==> config.mk <==
export PLATFORM = sky130hd
export DESIGN_NAME = regfile
export DESIGN_NICKNAME = d
export VERILOG_FILES = /design/src/rtl/regfile_pkg.sv /design/src/rtl/regfile_hilo_reg.sv /design/src/rtl/regfile.sv
export SDC_FILE = /design/constraint.sdc
export NUM_CORES = 2
export LEC_CHECK = 0
export ABC_AREA = 0
export CORE_AREA = 2 2 325 408
export DETAILED_ROUTE_END_ITERATION = 16
export DIE_AREA = 0 0 327 410
export GPL_TIMING_DRIVEN = 0
export PLACE_DENSITY = 0.67
export SYNTH_ARGS = -nofsm -noshare
export SYNTH_HDL_FRONTEND = slang
export SYNTH_SLANG_ARGS = --single-unit
==> constraint.sdc <==
create_clock -name clk -period 6.1 [get_ports clk]
set_input_delay 1.22 -clock clk [delete_from_list [all_inputs] [get_ports clk]]
set_output_delay 1.22 -clock clk [all_outputs]
set_load 0.01 [all_outputs]
==> src/rtl/regfile_pkg.sv <==
// Shared constants for the GPR file: register count, address width, byte lanes
// and the all-zero word used for reset and masked reads.
package regfile_pkg;

    localparam int REG_NUM    = 32;
    localparam int REG_AW     = 5;
    localparam int BYTE_LANES = 4;
    localparam int WORD_W     = BYTE_LANES * 8;

    localparam logic [WORD_W-1:0] ZERO_WORD = '0;

endpackage

==> src/rtl/regfile_hilo_reg.sv <==
// HI/LO storage with independent write enables and an optional same-cycle
// forwarding mux; outputs are held at zero while reset is asserted.
module hilo_reg
    import regfile_pkg::*;
#(
    parameter int DW     = WORD_W,
    parameter int BYPASS = 1
) (
    input  logic          clk,
    input  logic          rst_n,
    input  logic          hi_en,
    input  logic          lo_en,
    input  logic [DW-1:0] hi_data,
    input  logic [DW-1:0] lo_data,
    output logic [DW-1:0] hi,
    output logic [DW-1:0] lo
);

    logic [DW-1:0] hi_q;
    logic [DW-1:0] lo_q;

    always_ff @(posedge clk or negedge rst_n) begin
        if (!rst_n) begin
            hi_q <= '0;
            lo_q <= '0;
        end else begin
            if (hi_en) hi_q <= hi_data;
            if (lo_en) lo_q <= lo_data;
        end
    end

    always_comb begin
        hi = '0;
        lo = '0;
        if (rst_n) begin
            hi = (BYPASS != 0 && hi_en) ? hi_data : hi_q;
            lo = (BYPASS != 0 && lo_en) ? lo_data : lo_q;
        end
    end

endmodule

==> src/rtl/regfile.sv <==
// Architectural GPR file with byte-enabled write port, two combinational read
// ports with write->read forwarding, and the HI/LO pair.
module regfile
    import regfile_pkg::*;
#(
    parameter int DW     = WORD_W,
    parameter int AW     = REG_AW,
    parameter int BYPASS = 1
) (
    input  logic                  clk,
    input  logic                  rst_n,
    input  logic [BYTE_LANES-1:0] wb_wren_i,
    input  logic [AW-1:0]         wb_waddr_i,
    input  logic [DW-1:0]         wb_wdata_i,
    input  logic                  wb_whien_i,
    input  logic                  wb_wloen_i,
    input  logic [DW-1:0]         wb_hi_i,
    input  logic [DW-1:0]         wb_lo_i,
    input  logic                  rf_re1_i,
    input  logic [AW-1:0]         rf_raddr1_i,
    output logic [DW-1:0]         rf_rdata1_o,
    input  logic                  rf_re2_i,
    input  logic [AW-1:0]         rf_raddr2_i,
    output logic [DW-1:0]         rf_rdata2_o,
    output logic [DW-1:0]         hi_o,
    output logic [DW-1:0]         lo_o
);

    localparam int NREGS = 2 ** AW;

    logic [DW-1:0] gpr [NREGS];

    function automatic logic [DW-1:0] byte_merge(
        input logic [DW-1:0]         old_word,
        input logic [DW-1:0]         new_word,
        input logic [BYTE_LANES-1:0] en
    );
        logic [DW-1:0] res;
        res = old_word;
        for (int b = 0; b < BYTE_LANES; b++) begin
            if (en[b]) res[8*b +: 8] = new_word[8*b +: 8];
        end
        return res;
    endfunction

    // Forwarding only fires when a write is really happening to the same
    // register; r0 and disabled ports short-circuit to zero first.
    function automatic logic [DW-1:0] read_mux(
        input logic          re,
        input logic [AW-1:0] raddr,
        input logic [DW-1:0] stored
    );
        logic [DW-1:0] res;
        res = '0;
        if (re && raddr != '0) begin
            if (BYPASS != 0 && raddr == wb_waddr_i && wb_wren_i != '0)
                res = byte_merge(stored, wb_wdata_i, wb_wren_i);
            else
                res = stored;
        end
        return res;
    endfunction

    always_ff @(posedge clk or negedge rst_n) begin
        if (!rst_n) begin
            for (int r = 0; r < NREGS; r++) gpr[r] <= ZERO_WORD;
        end else if (wb_waddr_i != '0) begin
            for (int b = 0; b < BYTE_LANES; b++) begin
                if (wb_wren_i[b]) gpr[wb_waddr_i][8*b +: 8] <= wb_wdata_i[8*b +: 8];
            end
        end
    end

    always_comb begin
        rf_rdata1_o = '0;
        rf_rdata2_o = '0;
        if (rst_n) begin
            rf_rdata1_o = read_mux(rf_re1_i, rf_raddr1_i, gpr[rf_raddr1_i]);
            rf_rdata2_o = read_mux(rf_re2_i, rf_raddr2_i, gpr[rf_raddr2_i]);
        end
    end

    hilo_reg #(
        .DW     (DW),
        .BYPASS (BYPASS)
    ) u_hilo (
        .clk     (clk),
        .rst_n   (rst_n),
        .hi_en   (wb_whien_i),
        .lo_en   (wb_wloen_i),
        .hi_data (wb_hi_i),
        .lo_data (wb_lo_i),
        .hi      (hi_o),
        .lo      (lo_o)
    );

endmodule

==> reports/qor.txt <==
number of synthesized flops with an enable pin = 0
Power Density = 325 mW/mm2
ys async rst share = 100%
Final Hold Vio Count = 0
Worst Hold Class = in -> async
mean routed wirelength per cell = 38.9 um
full die area = 0.134 mm2
WP data required = 4880 ps
cell area after layout = 0.0674 mm2
Worst path slowest cell = clkdlybuf4s50_1
initial antenna violation count = 23
outcome = complete, but fails checks
f_max = 159 MHz
Avg Inst Size Synth = 15.0 um2
total track usage = 35.2%
global-route wire length before repair = 325 mm
max incr delay on CP = 640 ps
gp weighted congestion = 1.04
Clk Tree Root Cell = clkbuf_16
synthesized flop and latch total = 1,088
Main synth FF type = dfrtp_1
post-synthesis sequential area ratio = 46.8%
Yosys cell types = 52
Clock Skews = 0 ps
setup TNS = -971 ps
share of the synthesized area in the top cell type = 46.8%
Die Wd = 327 um
# IOs = 249
routed vias/inst = 6.84
total number of vias = 41,600
grt met3 use = 13.5%
worst-path fanout max = 10
count leader, synth = dfrtp_1
area leader, netlist = dfrtp_1
CTS buffer count = 111
GR Util met1 = 42.0%
Buffers on Ports = 231
Critical Path AT = 5050 ps
share of cells above drive strength 1 = 46.4%
Nets = 4,347
Initial Util = 44.5%
PnR worst setup slack = -174 ps
HPWL after DPL = 165 mm
Synth area leaders = dfrtp_1 (47%), mux4_2 (21%), mux2_2 (19%)
gr ovfl total = 0
site row count = 149
Final Cycle Share = 103%
hold_ws = 365 ps
DR iter-0 viols = 5,513
Placed Cells incl. Taps = 5,850
crit-path cells = buf_2 > buf_2 > buf_4 > buf_2 > buf_4 > nor2_1 > o41ai_2 > a21oi_1 > a211oi_2 > clkdlybuf4s50_1
leak pwr = 28.7 nW
max-slew violations = 77
net count after synthesis = 3,992
critical path class = in -> out
final wirelength = 236 mm
violated checks = capacitance limit, slew limit, setup timing
Final Core Density = 51.6%
synth cell count leaders = dfrtp_1 (1,088), mux2_2 (983), mux4_2 (552)
Period minus WS final = 6270 ps
CP most frequent cell = buf_2
H-tree depth = 3
core area = 0.131 mm2
Setup crit end kind = output port
synthesis-to-finish area growth = 15.8%
Cell Area, Synth = 0.0582 mm2
largest net degree at the start of global routing = 175
global routing's busiest layer = met2
Syn Inst Count = 3,871
Pre-antenna DRT Iters = 7
Final ANT Viol Nets = 0
Clk pin slew, worst setup/hold paths = 60 ps
Synthesis Warnings = 0
Slew @ Worst Pin = 1620 ps
setup slack at placement = -1680 ps
Clock Sinks = 1,088
Clock Path Buffers = 3
# setup viols final = 18
grt met2 use = 50.6%
CTS tree = done
Post-DP Area = 0.0630 mm2
Max Cap Viol = 11
chip height = 410 um
DRC violations left = 0
RSZ-0062 raised after global routing = no
Clk Latency, worst-skew pair = 760 ps
VDD IR max = 0.000246 V
Pwr Total = 21.9 mW
final non-filler cell total = 6,071
Slew headroom = -8.33%
vias in the first global route = 41,300
CP startpoint kind = input pin
report_power, final:
group	leakage [nW]	internal, mW	switching [mW]
sequential	13.9	8.54	0.971
clock	1.93	4.33	3.14
combinational	12.8	2.66	2.25
worst paths after layout:
kind,cells after the start,startpoint,slack [ps],to
max,10,rf_raddr1_i[1],-170,rf_rdata1_o[21]
min,1,rst_n,360,gpr[219]$_DFFE_PN0P_
max reg2reg,1,gpr[304]$_DFFE_PN0P_,5260,gpr[304]$_DFFE_PN0P_
min reg2reg,1,gpr[995]$_DFFE_PN0P_,480,gpr[995]$_DFFE_PN0P_
max in group asynchronous,3,rst_n,4000,gpr[585]$_DFFE_PN0P_
min in group clk,1,gpr[995]$_DFFE_PN0P_,480,gpr[995]$_DFFE_PN0P_
placed cells by master, fill, tap and decap left out, types with 6 or more instances in the layout:
| master | netlist | final |
|---|---|---|
| dfrtp_1 | 1088 | 1088 |
| mux2_2 | 983 | 983 |
| mux4_2 | 552 | 552 |
| clkdlybuf4s50_1 | 0 | 229 |
| clkbuf_1 | 218 | 198 |
| nand2_1 | 135 | 134 |
| clkbuf_16 | 0 | 114 |
| a211oi_1 | 109 | 91 |
| nor2b_1 | 83 | 83 |
| mux2i_1 | 82 | 81 |
| nor2_1 | 81 | 79 |
| buf_2 | 78 | 74 |
| and2_1 | 67 | 67 |
| nand2_2 | 57 | 58 |
| o21ai_0 | 42 | 41 |
| mux2_1 | 40 | 40 |
| clkbuf_2 | 0 | 34 |
| clkbuf_8 | 0 | 34 |
| buf_4 | 20 | 27 |
| a211o_1 | 24 | 24 |
| a22oi_1 | 22 | 22 |
| a21oi_1 | 19 | 19 |
| a211oi_2 | 0 | 17 |
| clkbuf_4 | 0 | 14 |
| clkinv_2 | 0 | 14 |
| diode_2 | 0 | 13 |
| buf_1 | 23 | 13 |
| buf_6 | 12 | 13 |
| o22ai_1 | 12 | 12 |
| o41ai_1 | 17 | 12 |
| bufinv_16 | 0 | 12 |
| nand2b_1 | 9 | 9 |
| o211ai_1 | 9 | 9 |
| nand3_1 | 9 | 8 |
| inv_1 | 8 | 8 |
| buf_16 | 0 | 8 |
| nor3_1 | 9 | 7 |
| o21ai_1 | 5 | 6 |
critical path, delay by kind of cell:
family | cells | cell delay, ps
compound gates | 3 | 1120
buf+inv | 6 | 2550
simple gates | 1 | 130
per-layer routing:
metal,share of wire [%],wire length (um)
met4,10,23600
met3,13,30400
met2,43,101000
met5,0.050,117
met1,34,81000
kinds of logic (layout without fill, tap and decap cells):
group           after synthesis  in the layout  share of synthesized area (%)
other cells                   0             13                              0
compound gates              277            277                           3.41
mux                        1657           1657                           42.6
buf+inv                     359            810                           2.77
simple gates                480            480                           4.29
flops                      1088           1088                           46.8
xor+xnor                     10             10                          0.151
cell type report:
| type | count | area, um2 |
|---|---|---|
| Fill cell | 10900 | 63300 |
| Multi-Input combinational cell | 2424 | 29600 |
| Sequential cell | 1088 | 27200 |
| Clock buffer | 173 | 3390 |
| Timing Repair Buffer | 246 | 2670 |
| Tap cell | 1736 | 2170 |
| Buffer | 347 | 1700 |
| Clock inverter | 36 | 553 |
| Antenna cell | 13 | 32.5 |
| Inverter | 8 | 30.0 |
sequential cells by signal, indices dropped and copies added, names as in the netlist:
| register | flops |
|---|---|
| gpr | 1024 |
| u_hilo.hi_q | 32 |
| u_hilo.lo_q | 32 |
what timing repair did:
item | 4_1_cts | 5_1_grt
setup endpoints to repair | 60 | 53
pin swaps | 0 | 3
hold buffers | 0 | 0
gates resized for setup | 76 | 42
gates cloned | 2 | 1
setup buffers | 0 | 0
Power figures use the tool's default switching activity.
